==> config.mk <==
export PLATFORM = sky130hd
export DESIGN_NAME = matmul_mem_port
export DESIGN_NICKNAME = d
export VERILOG_FILES = /design/src/rtl/matmul_mem_port.sv
export SDC_FILE = /design/constraint.sdc
export NUM_CORES = 1
export LEC_CHECK = 0
export ABC_CLOCK_PERIOD_IN_PS = 2180
export CAP_MARGIN = 20
export CORE_MARGIN = 8
export CORE_UTILIZATION = 40
export DETAILED_ROUTE_END_ITERATION = 8
export HOLD_SLACK_MARGIN = 0.1
export PLACE_DENSITY = 0.75
export SYNTH_ARGS = -nofsm -noshare
export SYNTH_HDL_FRONTEND = slang
export SYNTH_SLANG_ARGS = --single-unit
==> constraint.sdc <==
create_clock -name clk -period 2.18 [get_ports clk]
set_input_delay 0.218 -clock clk [delete_from_list [all_inputs] [get_ports clk]]
set_output_delay 0.218 -clock clk [all_outputs]
set_load 0.02 [all_outputs]
==> src/rtl/matmul_mem_port.sv <==
// matmul_mem_port
// ---------------
// Memory-side stage behind the matmul engine. One single-port synchronous
// SRAM is shared between the engine request port and a host load/unload
// port. The engine has no stall input, so it always wins. The host is
// granted only in cycles where the engine is idle. Read data returns in
// issue order, SRAM_LAT+1 cycles after the access cycle.
//
// Ports
//   clk, rst_n              clock, asynchronous active-low reset
//   mem_req/write/addr/wdata engine access (one per cycle while mem_req)
//   mem_rdata_vld/mem_rdata  engine read return
//   host_req/write/addr/wdata host access, held until host_gnt
//   host_gnt                 host access accepted this cycle
//   host_rdata_vld/host_rdata host read return
//   sram_ce/we/addr/wdata    SRAM command, sram_rdata SRAM read data
//   cnt_clr                  synchronous clear of the activity counters
//   eng_rd_cnt, eng_wr_cnt   engine reads/writes issued (wrapping)
//   host_wait_cnt            host stall cycles (saturating)
`timescale 1ns/1ps

module matmul_mem_port #(
   parameter int MEM_AW   = 16,
   parameter int MEM_DW   = 32,
   parameter int SRAM_LAT = 1,
   parameter int CNT_W    = 32
) (
   input  logic              clk,
   input  logic              rst_n,
   input  logic              mem_req,
   input  logic              mem_write,
   input  logic [MEM_AW-1:0] mem_addr,
   input  logic [MEM_DW-1:0] mem_wdata,
   output logic              mem_rdata_vld,
   output logic [MEM_DW-1:0] mem_rdata,
   input  logic              host_req,
   input  logic              host_write,
   input  logic [MEM_AW-1:0] host_addr,
   input  logic [MEM_DW-1:0] host_wdata,
   output logic              host_gnt,
   output logic              host_rdata_vld,
   output logic [MEM_DW-1:0] host_rdata,
   output logic              sram_ce,
   output logic              sram_we,
   output logic [MEM_AW-1:0] sram_addr,
   output logic [MEM_DW-1:0] sram_wdata,
   input  logic [MEM_DW-1:0] sram_rdata,
   input  logic              cnt_clr,
   output logic [CNT_W-1:0]  eng_rd_cnt,
   output logic [CNT_W-1:0]  eng_wr_cnt,
   output logic [CNT_W-1:0]  host_wait_cnt
);

   // Configuration guard: the return pipeline is only defined for 1..4.
   generate
      if (SRAM_LAT < 1 || SRAM_LAT > 4) begin : g_bad_sram_lat
         $error("matmul_mem_port: SRAM_LAT must be in 1..4");
      end
   endgenerate

   logic              eng_sel_s;
   logic              host_sel_s;

   logic [MEM_AW-1:0] addr_q,  addr_d;
   logic [MEM_DW-1:0] wdata_q, wdata_d;

   // Return tag pipeline: valid and owner (0 engine, 1 host) per stage.
   logic [SRAM_LAT-1:0] pv_q, pv_d;
   logic [SRAM_LAT-1:0] po_q, po_d;

   logic              mem_vld_q,    mem_vld_d;
   logic              host_vld_q,   host_vld_d;
   logic [MEM_DW-1:0] mem_rdata_q,  mem_rdata_d;
   logic [MEM_DW-1:0] host_rdata_q, host_rdata_d;

   logic [CNT_W-1:0]  eng_rd_q,    eng_rd_d;
   logic [CNT_W-1:0]  eng_wr_q,    eng_wr_d;
   logic [CNT_W-1:0]  host_wait_q, host_wait_d;

   // Arbitration: engine first, host only when the engine is idle. Gated by
   // rst_n so the SRAM command and grant are quiet while reset is held.
   // Address/data hold their last driven value in idle cycles.
   always_comb begin
      eng_sel_s  = mem_req & rst_n;
      host_sel_s = host_req & ~mem_req & rst_n;
      if (eng_sel_s) begin
         sram_ce    = 1'b1;
         sram_we    = mem_write;
         sram_addr  = mem_addr;
         sram_wdata = mem_wdata;
      end else if (host_sel_s) begin
         sram_ce    = 1'b1;
         sram_we    = host_write;
         sram_addr  = host_addr;
         sram_wdata = host_wdata;
      end else begin
         sram_ce    = 1'b0;
         sram_we    = 1'b0;
         sram_addr  = addr_q;
         sram_wdata = wdata_q;
      end
      host_gnt = host_sel_s;
      addr_d   = sram_addr;
      wdata_d  = sram_wdata;
   end

   // Return tag shift register: stage 0 captures this cycle's read, if any.
   always_comb begin
      pv_d    = pv_q;
      po_d    = po_q;
      pv_d[0] = sram_ce & ~sram_we;
      po_d[0] = host_sel_s;
      for (int i = 1; i < SRAM_LAT; i++) begin
         pv_d[i] = pv_q[i-1];
         po_d[i] = po_q[i-1];
      end
   end

   // Last tag stage lines up with valid sram_rdata; steer it to its owner.
   // Each read data register holds while its valid is low.
   always_comb begin
      mem_vld_d  = pv_q[SRAM_LAT-1] & ~po_q[SRAM_LAT-1];
      host_vld_d = pv_q[SRAM_LAT-1] &  po_q[SRAM_LAT-1];
      if (mem_vld_d) begin
         mem_rdata_d = sram_rdata;
      end else begin
         mem_rdata_d = mem_rdata_q;
      end
      if (host_vld_d) begin
         host_rdata_d = sram_rdata;
      end else begin
         host_rdata_d = host_rdata_q;
      end
   end

   // Activity counters; clear wins over increment in the same cycle.
   always_comb begin
      if (cnt_clr) begin
         eng_rd_d    = {CNT_W{1'b0}};
         eng_wr_d    = {CNT_W{1'b0}};
         host_wait_d = {CNT_W{1'b0}};
      end else begin
         if (mem_req & ~mem_write) begin
            eng_rd_d = eng_rd_q + CNT_W'(1);
         end else begin
            eng_rd_d = eng_rd_q;
         end
         if (mem_req & mem_write) begin
            eng_wr_d = eng_wr_q + CNT_W'(1);
         end else begin
            eng_wr_d = eng_wr_q;
         end
         // Saturate at all-ones so a long starvation stays visible.
         if (host_req & ~host_sel_s & ~(&host_wait_q)) begin
            host_wait_d = host_wait_q + CNT_W'(1);
         end else begin
            host_wait_d = host_wait_q;
         end
      end
   end

   // State registers; reset discards any in-flight read tags.
   always_ff @(posedge clk or negedge rst_n) begin
      if (!rst_n) begin
         addr_q       <= {MEM_AW{1'b0}};
         wdata_q      <= {MEM_DW{1'b0}};
         pv_q         <= {SRAM_LAT{1'b0}};
         po_q         <= {SRAM_LAT{1'b0}};
         mem_vld_q    <= 1'b0;
         host_vld_q   <= 1'b0;
         mem_rdata_q  <= {MEM_DW{1'b0}};
         host_rdata_q <= {MEM_DW{1'b0}};
         eng_rd_q     <= {CNT_W{1'b0}};
         eng_wr_q     <= {CNT_W{1'b0}};
         host_wait_q  <= {CNT_W{1'b0}};
      end else begin
         addr_q       <= addr_d;
         wdata_q      <= wdata_d;
         pv_q         <= pv_d;
         po_q         <= po_d;
         mem_vld_q    <= mem_vld_d;
         host_vld_q   <= host_vld_d;
         mem_rdata_q  <= mem_rdata_d;
         host_rdata_q <= host_rdata_d;
         eng_rd_q     <= eng_rd_d;
         eng_wr_q     <= eng_wr_d;
         host_wait_q  <= host_wait_d;
      end
   end

   assign mem_rdata_vld  = mem_vld_q;
   assign mem_rdata      = mem_rdata_q;
   assign host_rdata_vld = host_vld_q;
   assign host_rdata     = host_rdata_q;
   assign eng_rd_cnt     = eng_rd_q;
   assign eng_wr_cnt     = eng_wr_q;
   assign host_wait_cnt  = host_wait_q;

endmodule

* Word level (Yosys, flattened, before mapping)
Index checks and enable logic that the tools add are counted.
** Storage, ports and cells
- Output and inout bits :: 213
- Register bits :: 212
- Logic and storage cells :: 48
- Input port bits :: 135
** Cells by class
- Reduce and logical (&&, ||, !) cells :: 4
- $add $sub $neg :: 3
- Bitwise logic cells :: 16
- Mux-type cells :: 14
** Operator list (number)
- 2-to-1 mux 32 bit :: 8
- adder 32 x 1 -> 32 bit (second input constant) :: 3
- 2-to-1 mux 16 bit :: 2
- AND reduction 32 bit :: 1
- AND 1 bit :: 10
- NOT 1 bit :: 6
- nonzero test 2 bit :: 3
- 2-to-1 mux 1 bit :: 4

* Depth between registers and ports, before layout
Gate-level depths: netlist (run 1).
- Depth in word-level cells :: 8
- Gate-level depth with buffers :: 8
- Depth with buffers taken out :: 6

* Worst setup path after synthesis (run 1)
No wires, ideal clock.
- Path kind :: flip-flop to flip-flop
- Start point :: reg eng_rd_q[0], in the netlist eng_rd_cnt[0]
- End point :: reg eng_rd_q[30], in the netlist eng_rd_cnt[30]
- Period minus slack after synthesis :: 2.196 ns
- Setup time :: 0.078 ns
- Slack :: -0.016 ns
- Required time :: 2.102 ns
- Data arrival time :: 2.118 ns
- Stages on the path, launching flop included :: 8
- Buffers on the path :: 1
- Cell sequence :: dfrtp_1 -> ha_1 -> nand2_1 -> nor3_2 -> or4b_4 -> buf_6 -> or3_1 -> a21oi_1
** Between the ends
- Word-level cells in the longest chain between the ends :: 3
** RTL lines
- start, declared :: RTL line 76 : logic [CNT_W-1:0] eng_rd_q, eng_rd_d;
- start signal, assigned :: RTL line 173 : eng_rd_q <= {CNT_W{1'b0}};
- start signal, assigned :: RTL line 185 : eng_rd_q <= eng_rd_d;
- adder 32 x 1 -> 32 bit :: RTL line 144 : eng_rd_d = eng_rd_q + CNT_W'(1);
- 2-to-1 mux 32 bit :: RTL line 143 : if (mem_req & ~mem_write) begin
- 2-to-1 mux 32 bit :: RTL line 138 : if (cnt_clr) begin
Every way passes these cells. The select of a mux whose other input is x is not followed.
A chain may end at the register's enable or synchronous reset.

* Worst setup path after layout (run 1)
- Start point :: in mem_req
- End point :: out sram_addr[13]
** Between the ends
- Word-level cells in the longest chain between the ends :: 5
- Elaborated cells between the ends (all ways) :: 6
- Classes of those cells :: mux: 2; bitwise: 4
** RTL lines
- start, declared :: RTL line 30 : input logic mem_req,
- NOT 1 bit :: RTL line 85 : host_sel_s = host_req & ~mem_req & rst_n;
- AND 1 bit (2 in a row) :: RTL line 85
- 2-to-1 mux 16 bit :: RTL line 91 : end else if (host_sel_s) begin
- 2-to-1 mux 16 bit * :: RTL line 86 : if (eng_sel_s) begin
- end, declared :: RTL line 45 : output logic [MEM_AW-1:0] sram_addr,
Every way passes the cells marked *; elsewhere a longest branch is shown, timed or not.

==> metrics.yaml, run 1 <==
endpoint_kind: "primary output"
worstPathArrival_ps: 1930
synth-warning-count: 0
path_class: "input pin to primary output"
timing.fmax_mhz: 465
drt_wl_total_mm: 32.8
final_core_util: 0.610
cts_tree: "done"
cts.sinks: 212
gp_congestion: 0.864
io_buffers: 347
seq_area_frac_synth: 0.531
final_common_cell: "clkdlybuf4s50_1"
max_slew_margin: 0.566
route.detailed.drc: 0
synthCells: 960
fin_setup_tns_ps: 0
synthesis.area_sq_um: 10000
ctsRootBufferMaster: "clkbuf_16"
postLayoutCellArea_sq_um: 15200
synth-main-ff-cell: "dfrtp_1"
drt_pre_antenna_iters: 5
dp_hpwl_mm: 23.5
switching_share: 0.279
reg2reg_depth: 6
synthesis.nets: 1098
critPathRequiredTime_ps: 1960
wl_per_cell_um: 19.3
worstSetupStartpointType: "input pin"
fp.dieH_um: 174
drive_gt1_frac: 0.151
finalSetupViolations: 0
netlist-cell-type-count: 49
ys_async_sr_fraction: 1.00
row_count: 58
clockBufferDepth: 3
drv_cap: 0
rsz0062_at_grt: "no"
grt_max_degree: 58
dpl_cell_area_sq_um: 14200
insertion_delay_ps: 520
status: "completed"
drv_slew: 0
max_stage_delay_ps: 400
pwr-share-comb: 0.220
powerDensity_nw_per_um2: 738
holdCritPathClass: "input pin to flip-flop"
core_sq_um: 24900
antenna_found_initial: 1
crit_slowest_cell: "dlygate4sd2_1"
final_cells: 1703
seq_power_share: 0.406
die_area_sq_um: 30300
ant_nets: 0
grt_pass1_vias: 9306
syn-mean-instance-area_sq_um: 10.4
start_util: 0.402
clockPowerShare: 0.374
area_growth_pct: 51.8
post-place-cells: 1642
holdPathStages: 2
cts_buffers: 25
grt_pass1_wl_mm: 51.8
p_leak_nw: 6.03
vias_per_cell: 5.33
vdd_drop_max_uv: 523
fin_skew_ps: 6.71
vias: 9071
intPower_mw: 8.08
synth-edff-count: 0
clkTransAtPathRegs_ps: 60
tightest_slew_ps: 649
path_max_fanout: 31
period_minus_slack_ps: 2150
hold_violations: 0
period_share: 0.986
htree_levels: 1
grt_use_total: 0.207
boundaryPins: 348
finalNetCount: 1491
final_cell_mix: "295 x clkdlybuf4s50_1, 211 x dfrtp_1, 85 x a21oi_1"
overflow: 0
synth-seq-cells: 212
path_cells: "clkdlybuf4s50_1 > buf_4 > nand2_1 > buf_12 > o22ai_1 > a21oi_1 > dlygate4sd2_1"
drtIter0Drc: 547
p_switching_mw: 3.12
chipWidth_um: 174
[worst max-delay path, delay by kind of cell]
kind            cells  cell delay [ps]
compound gates      2              320
buf+inv             4             1200
simple gates        1              180
[per-stage QoR]
stage | power, mW | setup WS [ps] | hold slack, ps
finish | 11.2 | 29.9 | 197
global route | 11.7 | 3.65 | 223
CTS | 11.3 | 62.6 | 176
detailed placement | 7.14 | -222 | 50.7
global placement | 7.09 | -166 | 52.3
floorplan | 5.71 | 3.40 | -77.6
[power groups by stage]
| stage | sequential, mW | combinational (mW) | clock (mW) |
|---|---|---|---|
| 2_1_floorplan | 4.93 | 0.781 | 0 |
| 3_3_place_gp | 4.59 | 2.50 | 0 |
| 4_1_cts | 4.55 | 2.48 | 4.29 |
| 5_1_grt | 4.60 | 2.62 | 4.43 |
| 3_5_place_dp | 4.61 | 2.53 | 0 |
| 6_report | 4.55 | 2.46 | 4.19 |
[registers in the layout, summed over array words and instances, names as in the netlist]
register,count
addr_q,16
eng_rd_cnt,32
eng_wr_cnt,32
host_rdata,32
host_rdata_vld,1
host_wait_cnt,32
mem_rdata,32
mem_rdata_vld,1
po_q,1
pv_q,1
wdata_q,32
[cells in the mapped netlist (all sizes together), types with 4 or more instances]
| library cell | n | area (sq um) |
|---|---|---|
| nor2b | 10 | 62.6 |
| nand2 | 38 | 145 |
| or3 | 25 | 158 |
| nand3b | 48 | 360 |
| inv | 16 | 60.1 |
| dfrtp | 212 | 5310 |
| nor4b | 4 | 50.1 |
| nor4 | 11 | 68.8 |
| and4 | 12 | 106 |
| a21oi | 85 | 425 |
| or4 | 13 | 101 |
| nor2 | 65 | 244 |
| o22ai | 48 | 300 |
| xnor2 | 32 | 280 |
| nand3 | 38 | 203 |
| or2 | 4 | 25.0 |
| nand4 | 16 | 100 |
| nor3 | 19 | 100 |
| mux2 | 70 | 788 |
| xor2 | 15 | 131 |
| and3 | 11 | 73.8 |
| o21ai | 73 | 365 |
| buf | 17 | 87.6 |
| o31ai | 12 | 90.1 |
| clkbuf | 45 | 169 |
[worst paths after layout]
kind / slack [ps] / startpoint / end
max in group asynchronous: 410 / rst_n / mem_rdata[30]$_DFFE_PN0P_
min in group asynchronous: 280 / rst_n / wdata_q[18]$_DFF_PN0_
worst min-delay path: 200 / cnt_clr / eng_rd_cnt[8]$_DFFE_PN0P_
worst max register to register: 150 / eng_rd_cnt[0]$_DFFE_PN0P_ / eng_rd_cnt[22]$_DFFE_PN0P_
worst min register to register: 500 / host_rdata[11]$_DFFE_PN0P_ / host_rdata[11]$_DFFE_PN0P_
worst max-delay path: 30 / mem_req / sram_addr[13]
[layer usage]
layer  vias to the layer above  GRT usage  wire length, um
li1                       4294          -                -
met1                      4393      0.247            13300
met2                       305      0.353            15900
met3                        79     0.0493             2040
met4                         0     0.0855             1500
met5                         -          0                0
[layout make-up]
class | instances | area [sq um]
Clock inverter | 9 | 110
Tap cell | 330 | 413
Multi-Input combinational cell | 670 | 4400
Timing Repair Buffer | 428 | 4170
Antenna cell | 1 | 2.50
Clock buffer | 37 | 721
Sequential cell | 212 | 5310
Fill cell | 2082 | 9720
Inverter | 16 | 60.1
[repair_timing]
action,in CTS,in global routing
endpoints found under the setup margin,48,65
resized for setup,48,6
setup buffers,0,0
hold buffers,13,0
cloned,0,0
hold endpoints to repair,130,0
[cell families (layout without fill, tap and decap cells)]
kind of cell / after synthesis / count (layout) / share of synthesized area
simple gates: 323 / 323 / 0.188
compound gates: 224 / 224 / 0.123
flops: 212 / 212 / 0.531
buf+inv: 78 / 490 / 0.0317
mux: 73 / 73 / 0.0819
xor+xnor: 47 / 47 / 0.0412
fa+ha+maj: 3 / 3 / 0.00376
other cells: 0 / 1 / 0
Note: power is estimated with default switching activity, not from simulation.
==> run 2, diff against run 1 <==
==> constraint.sdc (replaced) <==
create_clock -name clk -period 2.18 [get_ports clk]
set_input_delay 0.327 -clock clk [delete_from_list [all_inputs] [get_ports clk]]
set_output_delay 0.327 -clock clk [all_outputs]
set_load 0.02 [all_outputs]
==> run 2 against run 1 <==
Effect of this change:
- wire length is 0.29% lower
- clock-buffer cell count is 4 lower
- die area stayed put
- global-route usage is 0.22 points higher
- clock skew hardly changed
- combinational power is 2% higher
- via count is 1.6% higher
- fmax is 1.7% higher
- largest power group unchanged
==> metrics.yaml, run 2 (synthesis gave the netlist of run 1 again) <==
dpl_cell_area_sq_um: 14400  # +1.3%
ctsRootBufferMaster: "clkbuf_16"
finalSetupViolations: 0  # unchanged
grt_pass1_vias: 9516  # +2.3%
drive_gt1_frac: 0.168  # +0.0168
htree_levels: 1  # unchanged
status: "completed"
hold_violations: 0  # unchanged
start_util: 0.402  # unchanged
endpoint_kind: "flip-flop"
vias: 9218  # +1.6%
drtIter0Drc: 590  # +7.9%
worstPathArrival_ps: 2550  # +620 ps
tightest_slew_ps: 782  # +134 ps
crit_start: "eng_rd_cnt[0]$_DFFE_PN0P_"
io_buffers: 347  # unchanged
period_minus_slack_ps: 2110  # -36.1 ps
path_max_fanout: 9  # -71%
timing.fmax_mhz: 473  # +1.7%
finalNetCount: 1511  # +1.3%
vdd_drop_max_uv: 585  # +12%
drv_slew: 0  # unchanged
boundaryPins: 348  # unchanged
gp_congestion: 0.862  # -0.23%
vias_per_cell: 5.36  # +0.56%
area_growth_pct: 53.7
holdCritPathClass: "input pin to asynchronous set/reset pin"
fp.dieH_um: 174  # unchanged
whs_ps: 149  # -48.0 ps
fin_setup_tns_ps: 0  # unchanged
reg2reg_depth: 7  # +1
place_ws_ps: -500  # -278 ps
cts_buffers: 24  # -4.0%
critPathRequiredTime_ps: 2620  # +660 ps
setup_slack_ps: 66.0  # +36.1 ps
ant_nets: 0  # unchanged
p_leak_nw: 6.12  # +1.5%
row_count: 58  # unchanged
fin_skew_ps: 7.11  # +0.403 ps
design_power_total_mw: 11.1  # -0.69%
overflow: 0  # unchanged
die_area_sq_um: 30300  # unchanged
period_share: 0.970  # -0.0165
clkTransAtPathRegs_ps: 60  # about the same
path_class: "flip-flop to flip-flop"
reg2reg_to: "eng_rd_cnt[24]$_DFFE_PN0P_"
rsz0062_at_grt: "no"
final_cell_mix: "292 x clkdlybuf4s50_1, 211 x dfrtp_1, 85 x a21oi_1"
route.detailed.drc: 0  # unchanged
worstSetupStartpointType: "flip-flop"
insertion_delay_ps: 510  # about the same
drv_cap: 0  # unchanged
grt_use_total: 0.209  # +0.00220
final_common_cell: "clkdlybuf4s50_1"
cts_tree: "done"
max_slew_margin: 0.477  # -0.0896
dp_hpwl_mm: 23.5  # +0.31%
rrSetupSlack_ps: 70  # -80 ps
grt_max_degree: 130  # +120%
drt_wl_total_mm: 32.7  # -0.29%
core_sq_um: 24900  # unchanged
antenna_found_initial: 1  # unchanged
cts.sinks: 212  # unchanged
grt_pass1_wl_mm: 52.3  # +0.97%
wl_per_cell_um: 19.0  # -1.3%
powerDensity_nw_per_um2: 724  # -1.9%
postLayoutCellArea_sq_um: 15400  # +1.3%
drt_pre_antenna_iters: 5  # unchanged
regToRegStartpoint: "eng_rd_cnt[0]$_DFFE_PN0P_"
chipWidth_um: 174  # unchanged
clockBufferDepth: 3  # unchanged
run 2: cell count changes in the layout (fill, tap and decap cells not counted), sizes merged, moves of 3 or more:
cell,delta
buf,+19
dlygate4sd2,-17
dlygate4sd3,+3
clkdlybuf4s50,-3
clkdlybuf4s15,+20
clkbuf,-5
run 2: layer usage:
layer	track usage	share of wire	wire (um)	vias to the layer above
met4	0.0926	0.047	1530	0
met2	0.352	0.48	15800	357
li1	-	-	-	4321
met1	0.249	0.40	13100	4458
met3	0.0529	0.071	2310	82
met5	0	0	0	-
run 2: per-stage QoR:
step / util / cells
4_1_cts: 0.616 / 1716
3_3_place_gp: 0.579 / 1658
3_5_place_dp: 0.579 / 1658
6_report: 0.617 / 1721
5_1_grt: 0.617 / 1721
2_1_floorplan: - / 960
run 2: worst max-delay path, cell delays in order (launching register included):
cell and delay, ps:
dfrtp_1 410, ha_1 160, nand2_1 110, nor3_4 210, or4b_4 540, buf_4 170
or3_1 310, a21oi_1 140
run 2: worst max-delay path by stage:
stage | endpoint | slack (ps) | cells after the start
global route | host_wait_cnt[28]$_DFFE_PN0P_ | 1 | 6
detailed placement | sram_wdata[25] | -500 | 7
CTS | host_wait_cnt[1]$_DFFE_PN0P_ | 90 | 6
global placement | sram_addr[1] | -440 | 7
finish | eng_rd_cnt[24]$_DFFE_PN0P_ | 70 | 7
floorplan | host_wait_cnt[28]$_DFFE_PN0P_ | 3 | 6
run 2: what timing repair did:
| item | in CTS | in global routing |
|---|---|---|
| endpoints found under the hold margin | 197 | 0 |
| hold buffers | 15 | 0 |
| cloned | 0 | 0 |
| setup endpoints to repair | 49 | 11 |
| gates resized for setup | 81 | 3 |
| setup buffers | 0 | 4 |
run 2: power by group:
part	total [mW]	switching [mW]	leakage, nW	internal [mW]
Sequential	4.54	0.207	2.68	4.34
Combinational	2.50	1.26	3.06	1.24
Clock	4.08	1.62	0.387	2.46
run 2: final cells by class:
| type | count | area [sq um] |
|---|---|---|
| tap | 330 | 413 |
| timing repair buffer | 449 | 4400 |
| clock inverter | 10 | 139 |
| inverter | 16 | 60.1 |
| multi-input combinational | 670 | 4400 |
| fill | 2036 | 9520 |
| clock buffer | 33 | 654 |
| antenna | 1 | 2.50 |
| sequential | 212 | 5310 |
